===== config.mk =====
export PLATFORM = sky130hd
export DESIGN_NAME = reg_scoreboard
export DESIGN_NICKNAME = d
export VERILOG_FILES = /design/src/rtl/reg_scoreboard.sv
export SDC_FILE = /design/constraint.sdc
export NUM_CORES = 1
export LEC_CHECK = 0
export CORE_AREA = 2 2 185 187
export DETAILED_ROUTE_END_ITERATION = 8
export DIE_AREA = 0 0 187 189
export GPL_TIMING_DRIVEN = 0
export PLACE_DENSITY = 0.73
export SYNTH_ARGS = -nofsm -noshare
export SYNTH_HDL_FRONTEND = slang
export SYNTH_SLANG_ARGS = --single-unit
export TNS_END_PERCENT = 20

===== constraint.sdc =====
create_clock -name clk -period 15.9 [get_ports clk]
set_input_delay 4.77 -clock clk [delete_from_list [all_inputs] [get_ports clk]]
set_output_delay 4.77 -clock clk [all_outputs]
set_load 0.03 [all_outputs]

===== src/rtl/reg_scoreboard.sv =====
// reg_scoreboard
// Register-hazard scoreboard sitting between decode and issue. Every
// in-flight register write is tagged; each decode-stage source is classified
// as clean (register file), forwardable (bypass network) or hazardous (stall).
// Entries retire on a tagged writeback so that stale writebacks from
// overwritten (WAW) producers are ignored.
//
// Ports:
//   clk, reset (async, active-low), clear (sync flush, keeps the tag counter)
//   issue_valid/issue_regwrite/issue_dst/issue_lat/issue_src/issue_src_used
//       - decode-stage instruction presented for issue
//   stall, fwd_hit, issue_tag - combinational from registered state + issue_*
//   wb_valid/wb_dst/wb_tag    - tagged writeback from the writeback stage
//   busy_vec, pending_cnt     - registered views of the scoreboard state
module reg_scoreboard #(
    parameter int NREG    = 32,
    parameter int NSRC    = 2,
    parameter int MAX_LAT = 7,
    parameter int TAG_W   = 4,
    localparam int AW     = $clog2(NREG),
    localparam int CW     = $clog2(MAX_LAT + 1)
) (
    input  logic                clk,
    input  logic                reset,
    input  logic                clear,
    input  logic                issue_valid,
    input  logic                issue_regwrite,
    input  logic [AW-1:0]       issue_dst,
    input  logic [CW-1:0]       issue_lat,
    input  logic [NSRC*AW-1:0]  issue_src,
    input  logic [NSRC-1:0]     issue_src_used,
    output logic                stall,
    output logic [NSRC-1:0]     fwd_hit,
    output logic [TAG_W-1:0]    issue_tag,
    input  logic                wb_valid,
    input  logic [AW-1:0]       wb_dst,
    input  logic [TAG_W-1:0]    wb_tag,
    output logic [NREG-1:0]     busy_vec,
    output logic [AW:0]         pending_cnt
);

    // Number of set bits in a register-wide vector.
    function automatic logic [AW:0] popcount(input logic [NREG-1:0] vec);
        logic [AW:0] sum;
        sum = (AW+1)'(0);
        for (int i = 0; i < NREG; i++) begin
            sum = sum + (AW+1)'(vec[i]);
        end
        return sum;
    endfunction

    // Registered scoreboard state
    logic [NREG-1:0]   busy_r;
    logic [CW-1:0]     cnt_r [NREG];
    logic [TAG_W-1:0]  tag_r [NREG];
    logic [TAG_W-1:0]  next_tag_r;
    logic [AW:0]       pending_r;

    // Next-state values
    logic [NREG-1:0]   busy_nxt_s;
    logic [CW-1:0]     cnt_nxt_s [NREG];
    logic [TAG_W-1:0]  tag_nxt_s [NREG];
    logic [TAG_W-1:0]  next_tag_nxt_s;

    // Per-source decode
    logic [AW-1:0]     src_addr_s  [NSRC];
    logic [NSRC-1:0]   src_track_s;
    logic [NSRC-1:0]   src_haz_s;

    logic              accept_s;
    logic              load_s;
    logic              wb_retire_s;
    logic [CW-1:0]     lat_sat_s;

    // A source only matters when it is used, non-zero and has a pending
    // write; the remaining countdown then picks stall versus bypass.
    for (genvar gi = 0; gi < NSRC; gi++) begin : g_src
        assign src_addr_s[gi]  = issue_src[gi*AW +: AW];
        assign src_track_s[gi] = issue_src_used[gi]
                               & (src_addr_s[gi] != AW'(0))
                               & busy_r[src_addr_s[gi]];
        assign src_haz_s[gi]   = src_track_s[gi]
                               & (cnt_r[src_addr_s[gi]] != CW'(0));
        assign fwd_hit[gi]     = issue_valid & src_track_s[gi]
                               & (cnt_r[src_addr_s[gi]] == CW'(0));
    end

    assign stall     = issue_valid & (|src_haz_s);
    assign issue_tag = next_tag_r;
    assign accept_s  = issue_valid & ~stall;
    assign load_s    = accept_s & issue_regwrite & (issue_dst != AW'(0));

    // Widened compare keeps the saturation generic for any CW/MAX_LAT pair.
    assign lat_sat_s = ({1'b0, issue_lat} > (CW+1)'(MAX_LAT)) ? CW'(MAX_LAT)
                                                              : issue_lat;

    // Writeback retires only the producer that currently owns the entry.
    assign wb_retire_s = wb_valid & (wb_dst != AW'(0)) & busy_r[wb_dst]
                       & (tag_r[wb_dst] == wb_tag);

    // Next-state: clear beats issue, issue beats writeback, idle entries count down.
    always_comb begin
        busy_nxt_s     = busy_r;
        next_tag_nxt_s = next_tag_r;
        for (int r = 0; r < NREG; r++) begin
            tag_nxt_s[r] = tag_r[r];
            cnt_nxt_s[r] = (busy_r[r] && (cnt_r[r] != CW'(0))) ? (cnt_r[r] - CW'(1))
                                                               : cnt_r[r];
        end

        if (clear) begin
            busy_nxt_s = {NREG{1'b0}};
            for (int r = 0; r < NREG; r++) begin
                cnt_nxt_s[r] = CW'(0);
            end
        end else begin
            busy_nxt_s[wb_dst] = busy_r[wb_dst] & ~wb_retire_s;
            if (load_s) begin
                busy_nxt_s[issue_dst] = 1'b1;
                cnt_nxt_s[issue_dst]  = lat_sat_s;
                tag_nxt_s[issue_dst]  = next_tag_r;
                next_tag_nxt_s        = next_tag_r + TAG_W'(1);
            end else begin
                next_tag_nxt_s        = next_tag_r;
            end
        end
    end

    // State registers; pending count is registered from the next busy vector.
    always_ff @(posedge clk or negedge reset) begin
        if (!reset) begin
            busy_r     <= {NREG{1'b0}};
            next_tag_r <= TAG_W'(0);
            pending_r  <= (AW+1)'(0);
            for (int r = 0; r < NREG; r++) begin
                cnt_r[r] <= CW'(0);
                tag_r[r] <= TAG_W'(0);
            end
        end else begin
            busy_r     <= busy_nxt_s;
            next_tag_r <= next_tag_nxt_s;
            pending_r  <= popcount(busy_nxt_s);
            for (int r = 0; r < NREG; r++) begin
                cnt_r[r] <= cnt_nxt_s[r];
                tag_r[r] <= tag_nxt_s[r];
            end
        end
    end

    assign busy_vec    = busy_r;
    assign pending_cnt = pending_r;

endmodule

After elaboration in Yosys (flattened, before gate mapping)
Index checks and enable logic that the tools add are counted.
Widths: inputs -> output; s select.
{"block": "op_classes", "eq_ne": 1, "addsub": 64, "n_lt_le_gt_ge": 11, "n_reduce_logical": 77, "bitwise_logic": 26, "mux": 62}
{"operator": "$mux 96", "count": 2}
{"operator": "$add 6x1->6", "count": 26}
{"operator": "$bwmux 128", "count": 1}
{"operator": "$mux 3", "count": 37}
{"operator": "$reduce_bool 3->1", "count": 34}
{"operator": "$bwmux 96", "count": 1}
{"operator": "$sub 3x1->3 const B", "count": 32}
{"operator": "$mux 32", "count": 2}
{"operator": "$logic_and 1x1->1", "count": 35}
{"operator": "$bwmux 32", "count": 1}
{"operator": "$or 32x32->32", "count": 1}
{"operator": "$bmux 3 s5", "count": 2}
{"operator": "$ge 6x6->1 const B", "count": 4}
{"operator": "$lt 5x6->1 const B", "count": 4}
{"operator": "$not 5->6", "count": 4}
{"operator": "$bmux 4 s5", "count": 1}
{"operator": "$demux 4 s5", "count": 1}
{"operator": "$reduce_bool 5->1", "count": 4}
{"operator": "$and 1x1->1", "count": 18}
{"operator": "$bmux 1 s5", "count": 3}
{"operator": "$demux 3 s5", "count": 1}
{"operator": "$mux 4", "count": 3}
{"operator": "$demux 1 s5", "count": 2}
{"operator": "$ge 5x1->1 const B", "count": 2}
{"operator": "other kinds (13)", "count": 20}
{"block": "word_totals", "regBits": 266, "input_bits": 35, "wordCells": 308, "out_inout_bits": 45}

Logic depth before layout (Yosys ltp)
Gate-level depths: netlist of run 1.
{"block": "logic_depth", "depth_word": 45, "ltp_mapped": 28, "depth_no_buf": 23}

Least setup slack after synthesis of run 1
No wires, ideal clock.
{"block": "synth_path", "kind": "input port to output port", "from": "input port issue_src[1]", "to": "output port stall", "slack_ns": 4.149, "t_arrival_ns": 6.981, "path_buffers": 4, "path_stages": 10, "path_cell_list": "buf_2 buf_4 mux4_2 or2_2 a31oi_1 o22ai_1 o22a_1 buf_2 buf_2 nor2b_1"}
{"block": "synth_between", "elab_chain_len": 8, "word_cells_on_any_way": 13, "classes_between": "5 x mux; 5 x bitwise; 3 x reduce/logical"}
{"element": "from (decl)", "line_no": "30", "source": "input logic [NSRC*AW-1:0] issue_src,"}
{"element": "$not 5->6 (implied by the code)", "line_no": "83", "source": "& (cnt_r[src_addr_s[gi]] != CW'(0));"}
{"element": "$bmux 3 s5", "line_no": "83"}
{"element": "$mux 3 (implied by the code) (2 in series)", "line_no": "83"}
{"element": "$reduce_bool 3->1", "line_no": "83"}
{"element": "$and 1x1->1 (*)", "line_no": "83"}
{"element": "$reduce_or 2->1 (*)", "line_no": "88", "source": "assign stall = issue_valid & (|src_haz_s);"}
{"element": "$and 1x1->1 (*)", "line_no": "88"}
{"element": "to (decl)", "line_no": "32", "source": "output logic stall,"}
Mark *: on every way between the ends. The rest lies on a longest branch, timed or not. The select of a mux whose other input is x is not followed.

Final worst setup path of run 1
Same ends and word-level chain as after synthesis.

==> out/metrics.cfg, run 1 <==
[place]
dp_cells = 2281
dpl_cell_area_um2 = 19300
gp_congestion = 1.00
place.port_buffers = 68
dp_hpwl_um = 43000

[timing]
hold_violations = 0
worstMarginPinSlew_ps = 1080
fin_skew_ps = 30.2
fin_tns_setup_ps = 0
min_period_ps = 13750
finalCritPeriodShare_pct = 86.5
timing.slew.headroom_pct = 28.3
setup_viol = 0
fmax_mhz = 72.7
finalMaxSlewViolations = 0
rsz0062_at_grt = false

[final_layout]
drive_above_1_share_pct = 18.3
nNetsFinal = 1997
num_antenna_cells = 0
n_fill_cell = 2834
fin_area_um2 = 20300
area_growth_pct = 12.6
fin_cells = 2336

[grt]
grt_pass1_vias = 14608
antenna_found_initial = 0
grt.total_usage_pct = 32.3
grt_pass1_wl_um = 87200
overflow = 0
grt_max_degree = 116

[floorplanning]
core-area_um2 = 33300
die_y_um = 189
core.rowCount = 67
dieArea_um2 = 35300
initial_core_util_pct = 54.2
pin_count = 80
die_w_um = 187

[pwr]
p_leak_nw = 9.82
vdd_ir_drop_max_mv = 0.0892
power.density_nw_per_um2 = 85.1

[cts]
htreeDepth = 1
root_buffer = clkbuf_16
postCtsSetupRepairBufs = 0
path_clk_slew_ps = 60
clock-sinks = 266
cts_hold_buf = 0
clock_path_buffers = 3
cts_tree = done
post_cts_resized = 0
cts_made_buffers = 31
insertion_delay_ps = 600

[min_path]
min_path_type = flop to flop

[drt]
avgViaCountPerCell = 6.10
avgRoutedWirePerCell_um = 24.3
wl_um = 56900
num_vias = 14258
dr.first_iter.drc_count = 1141
route.antenna.remaining_nets = 0
drt_pass1_iterations = 5
drcViolationCount = 0

[worst_setup_path]
critPathKind = primary input to output port
cp_data_arrival_time_ps = 8980
cp.required_ps = 11130
end_kind = output port
worstPathMaxFanout = 10
critical_path.startpoint_type = primary input

[synth]
ys.flop_type = dfrtp_1
netlist_area_um2 = 18000
synth.distinct_cells = 72
synthCells = 1763
ys_seq_area_share_pct = 36.9
syn-num-nets = 1894
synth_edf_count = 0
synth.avg_cell_area_um2 = 10.2
synthArstFlopShare_pct = 100
yosys_warnings = 0
ys_seq_elements = 266

[outcome]
outcome = finished clean

[run]
maxCapViolations = 0

-- flip-flops by register name, summed over array words and instances, names as in the netlist --
name         cells
busy_vec        32
cnt_r           96
pending_cnt      6
issue_tag        4
tag_r          128
-- Yosys cell counts, types with 36 or more instances --
| cell | number | share of area [%] |
|---|---|---|
| o22ai_1 | 36 | 1.2 |
| a21oi_1 | 70 | 1.9 |
| nor2_1 | 210 | 4.4 |
| dfrtp_1 | 266 | 37 |
| mux2_1 | 36 | 2.2 |
| xnor2_1 | 70 | 3.4 |
| o21ai_0 | 46 | 1.3 |
| mux2_2 | 185 | 12 |
| clkbuf_1 | 80 | 1.7 |
| mux2i_1 | 103 | 5.7 |
| ha_1 | 72 | 5.0 |
| inv_1 | 168 | 3.5 |
-- where the power goes --
| group | internal (mW) | switching, mW |
|---|---|---|
| sequential | 0.715 | 0.0320 |
| combinational | 0.0959 | 0.194 |
| clock | 0.387 | 0.306 |
| total | 1.20 | 0.532 |
-- worst max-delay path, cell delays in order --
cell             delay, ps
clkdlybuf4s50_1        610
buf_2                  360
buf_4                  280
buf_4                  250
mux2i_1                270
a21oi_1                110
o211ai_1               120
o211ai_1               150
o22ai_1                390
o22a_1                 410
buf_2                  250
buf_2                  310
nor2b_1                 80
clkdlybuf4s50_1        600
-- through the flow --
step	worst slack (ps)	power (mW)	util [%]	hold WS [ps]
finish	2150	1.73	61.1	462
global route	2040	1.78	61.1	494
CTS	2290	1.73	61.1	468
detailed placement	2310	1.04	58.1	448
global placement	-1270	1.03	58.0	442
floorplan	4150	0.912	-	428
-- cells in the final DEF, fill, tap and decap left out, types with 28 or more instances in the layout --
master / instances
dfrtp_1: 266
nor2_1: 210
nand2_1: 34
clkbuf_1: 85
ha_1: 72
mux2i_1: 103
mux2_1: 36
buf_2: 28
o21ai_0: 46
mux2_2: 185
clkbuf_16: 31
mux4_2: 34
clkdlybuf4s50_1: 67
o22ai_1: 36
inv_1: 168
a21oi_1: 70
xnor2_1: 70
nor3_1: 28
-- kinds of logic after synthesis --
kind of cell	count (synthesis)	synth area share, %
AO/OA/AOI/OAI	242	8.46
multiplexers	362	24.1
buffers and inverters	290	6.43
adder cells (fa/ha/maj)	96	7.65
flip-flops	266	36.9
XOR/XNOR	71	3.45
AND/OR/NAND/NOR	436	13.0
-- per-layer routing --
layer / part of all wire, % / up-vias / track usage (%)
met4: 5.1 / 0 / 14.6
met1: 40 / 7131 / 41.2
met5: 0 / - / 0
li1: - / 6334 / -
met2: 48 / 617 / 55.4
met3: 6.8 / 176 / 4.02
-- path summary, 6_finish.rpt --
| check | startpoint | to | slack (ps) | cells after the start |
|---|---|---|---|---|
| max | issue_src[1] | stall | 2150 | 14 |
| min | tag_r[126]$_DFFE_PN0P_ | tag_r[126]$_DFFE_PN0P_ | 460 | 1 |
| max reg2reg | busy_vec[15]$_DFF_PN0_ | pending_cnt[4]$_DFF_PN0_ | 8050 | 24 |
| min reg2reg | tag_r[126]$_DFFE_PN0P_ | tag_r[126]$_DFFE_PN0P_ | 460 | 1 |
| max in group asynchronous | reset | tag_r[98]$_DFFE_PN0P_ | 10400 | 3 |
| min in group asynchronous | reset | cnt_r[77]$_DFF_PN0_ | 4060 | 1 |
-- layout make-up --
| cell class | instances | area (µm²) | area share (%) |
|---|---|---|---|
| well taps | 448 | 561 | 2.76 |
| multi-input cells | 1207 | 10200 | 50.3 |
| flip-flops and latches | 266 | 6660 | 32.7 |
| inverters | 170 | 638 | 3.14 |
| repair buffers | 70 | 741 | 3.64 |
| plain buffers | 120 | 523 | 2.57 |
| clock buffers | 42 | 877 | 4.32 |
| clock inverters | 13 | 101 | 0.499 |
Note: power is estimated with default switching activity, not from simulation.
==> run 2, diff against run 1 <==
--- a/config.mk
+++ b/config.mk
@@ -6,6 +6,7 @@
 export NUM_CORES = 1
 export LEC_CHECK = 0
 export CORE_AREA = 2 2 185 187
+export CTS_BUF_LIST = sky130_fd_sc_hd__clkbuf_4 sky130_fd_sc_hd__clkbuf_8
 export DETAILED_ROUTE_END_ITERATION = 8
 export DIE_AREA = 0 0 187 189
 export GPL_TIMING_DRIVEN = 0
==> out/metrics.cfg, run 2 (synthesis gave the netlist of run 1 again) <==
[outcome]
outcome = finished clean  ; unchanged

[worst_setup_path]
cp_data_arrival_time_ps = 8900  ; was 8980 ps
critical_path_buf_inv_count = 7  ; unchanged
end_kind = output port  ; unchanged
crit_chain = clkdlybuf4s50_1, buf_2, buf_4, buf_4, mux2i_1, a21oi_1, o211ai_1, o211ai_1, o22ai_1, o22a_1, buf_2, buf_2, nor2b_1, clkdlybuf4s50_1  ; unchanged
cp.depth = 14  ; unchanged
ff2ff_path_depth = 24  ; unchanged
critPathKind = primary input to output port  ; unchanged
critical_path.startpoint_type = primary input  ; unchanged
worstPathMaxFanout = 10  ; unchanged
cpLargestDelayFamily = buffers and inverters  ; unchanged
crit_top_cell = buf_2  ; unchanged
critPathMaxStageDelay_ps = 600  ; was 610 ps
slowest_stage = clkdlybuf4s50_1  ; unchanged
cp.required_ps = 11130  ; about the same

[pwr]
power_mw = 1.71  ; was 1.73 mW
vdd_ir_drop_max_mv = 0.0819  ; was 0.0892 mV
p_leak_nw = 9.87  ; was 9.82 nW
power.density_nw_per_um2 = 84.0  ; was 85.1 nW/µm²

[cts]
cts_tree = done  ; unchanged
post_cts_resized = 0  ; unchanged
clock-sinks = 266  ; unchanged
insertion_delay_ps = 600  ; about the same
root_buffer = clkbuf_8  ; was clkbuf_16
path_clk_slew_ps = 60  ; about the same
clock_path_buffers = 3  ; unchanged
cts_hold_buf = 0  ; unchanged
htreeDepth = 2  ; was 1
cts_made_buffers = 46  ; was 31
postCtsSetupRepairBufs = 0  ; unchanged

[floorplanning]
die_y_um = 189  ; unchanged
core.rowCount = 67  ; unchanged
dieArea_um2 = 35300  ; unchanged
initial_core_util_pct = 54.2  ; unchanged
core-area_um2 = 33300  ; unchanged
die_w_um = 187  ; unchanged
pin_count = 80  ; unchanged

[drt]
drt_pass1_iterations = 7  ; was 5
wl_um = 56600  ; was 56900 µm
num_vias = 14377  ; was 14258
drcViolationCount = 0  ; unchanged
route.antenna.remaining_nets = 0  ; unchanged
avgRoutedWirePerCell_um = 24.0  ; was 24.3 µm
dr.first_iter.drc_count = 1269  ; was 1141
avgViaCountPerCell = 6.09  ; was 6.10

[final_layout]
final_util_pct = 61.0  ; was 61.1%
final-seq-area_um2 = 6660  ; unchanged
mostFrequentLayoutCells = 266 x dfrtp_1, 210 x nor2_1, 185 x mux2_2  ; unchanged
fin_area_um2 = 20300  ; about the same
area_growth_pct = 12.5  ; was 12.6%
fin_cells = 2362  ; was 2336
final_common_cell = dfrtp_1  ; unchanged
top_register = tag_r  ; unchanged
drive_above_1_share_pct = 19.7  ; was 18.3%
nNetsFinal = 2012  ; was 1997
multi_input_area_um2 = 10200  ; unchanged
largest_reg_flops = 128  ; unchanged
n_fill_cell = 2842  ; was 2834
num_antenna_cells = 0  ; unchanged

[timing]
fin_skew_ps = 38.6  ; was 30.2 ps
min_period_ps = 13670  ; was 13750 ps
hold_violations = 0  ; unchanged
setup_viol = 0  ; unchanged
timing.slew.headroom_pct = 27.2  ; was 28.3%
fin_tns_setup_ps = 0  ; unchanged
worstMarginPinSlew_ps = 1090  ; was 1080 ps
fmax_mhz = 73.2  ; was 72.7 MHz
rsz0062_at_grt = false  ; unchanged
finalMaxSlewViolations = 0  ; unchanged
finalCritPeriodShare_pct = 86.0  ; was 86.5%

[place]
dpl_cell_area_um2 = 19300  ; unchanged
dp_hpwl_um = 43000  ; unchanged
place.port_buffers = 68  ; unchanged
dp_cells = 2281  ; unchanged
gp_congestion = 1.00  ; unchanged

[grt]
antenna_found_initial = 1  ; was 0
grt.total_usage_pct = 32.4  ; was 32.3%
grt_pass1_vias = 14804  ; was 14608
grt_max_degree = 116  ; unchanged
grt_pass1_wl_um = 87300  ; was 87200 µm
overflow = 0  ; unchanged

[min_path]
min_path_type = flop to flop  ; unchanged
hold_depth = 1  ; unchanged

[run]
maxCapViolations = 0  ; unchanged

[run 2: cell count changes in the layout (fill, tap and decap cells not counted)]
cell and delta:
clkinv_8 +1, clkbuf_16 -31, inv_8 +1, clkinvlp_4 -3
inv_16 -1, clkinv_2 +6, bufinv_16 +2, clkinv_4 -3
clkbuf_8 +46, clkbuf_4 +13, clkbuf_1 -5
[run 2: path summary, 6_finish.rpt]
check	start	endpoint	slack, ps
min	tag_r[126]$_DFFE_PN0P_	tag_r[126]$_DFFE_PN0P_	460
min in group asynchronous	reset	cnt_r[75]$_DFF_PN0_	4060
max reg2reg	busy_vec[15]$_DFF_PN0_	pending_cnt[4]$_DFF_PN0_	8070
max in group asynchronous	reset	tag_r[82]$_DFFE_PN0P_	10390
min reg2reg	tag_r[126]$_DFFE_PN0P_	tag_r[126]$_DFFE_PN0P_	460
max	issue_src[1]	stall	2230
[run 2: layout make-up]
class | count | share of cell area, %
clock inverters | 16 | 0.739
inverters | 170 | 3.14
repair buffers | 70 | 3.65
multi-input cells | 1207 | 50.4
flip-flops and latches | 266 | 32.8
clock buffers | 65 | 4.00
well taps | 448 | 2.76
plain buffers | 120 | 2.58
[run 2: through the flow]
stage	hold slack [ps]	worst slack, ps
after floorplan	428	4150
after global placement	442	-1270
after detailed placement	448	2310
after CTS	462	2300
after global routing	481	2060
final	457	2230
[run 2: report_power, final]
| part | total, mW | leakage [nW] | switching [mW] | internal, mW |
|---|---|---|---|---|
| sequential | 0.746 | 3.69 | 0.0313 | 0.715 |
| clock | 0.669 | 0.518 | 0.305 | 0.365 |
| combinational | 0.290 | 5.66 | 0.194 | 0.0959 |
| total | 1.71 | 9.87 | 0.530 | 1.18 |
[run 2: layer usage]
metal | track usage (%) | vias to the layer above | routed length, µm
met2 | 55.1 | 637 | 27400
met4 | 15.2 | 0 | 2890
met1 | 40.9 | 7190 | 22300
met5 | 0 | - | 0
li1 | - | 6361 | -
met3 | 4.71 | 189 | 4050
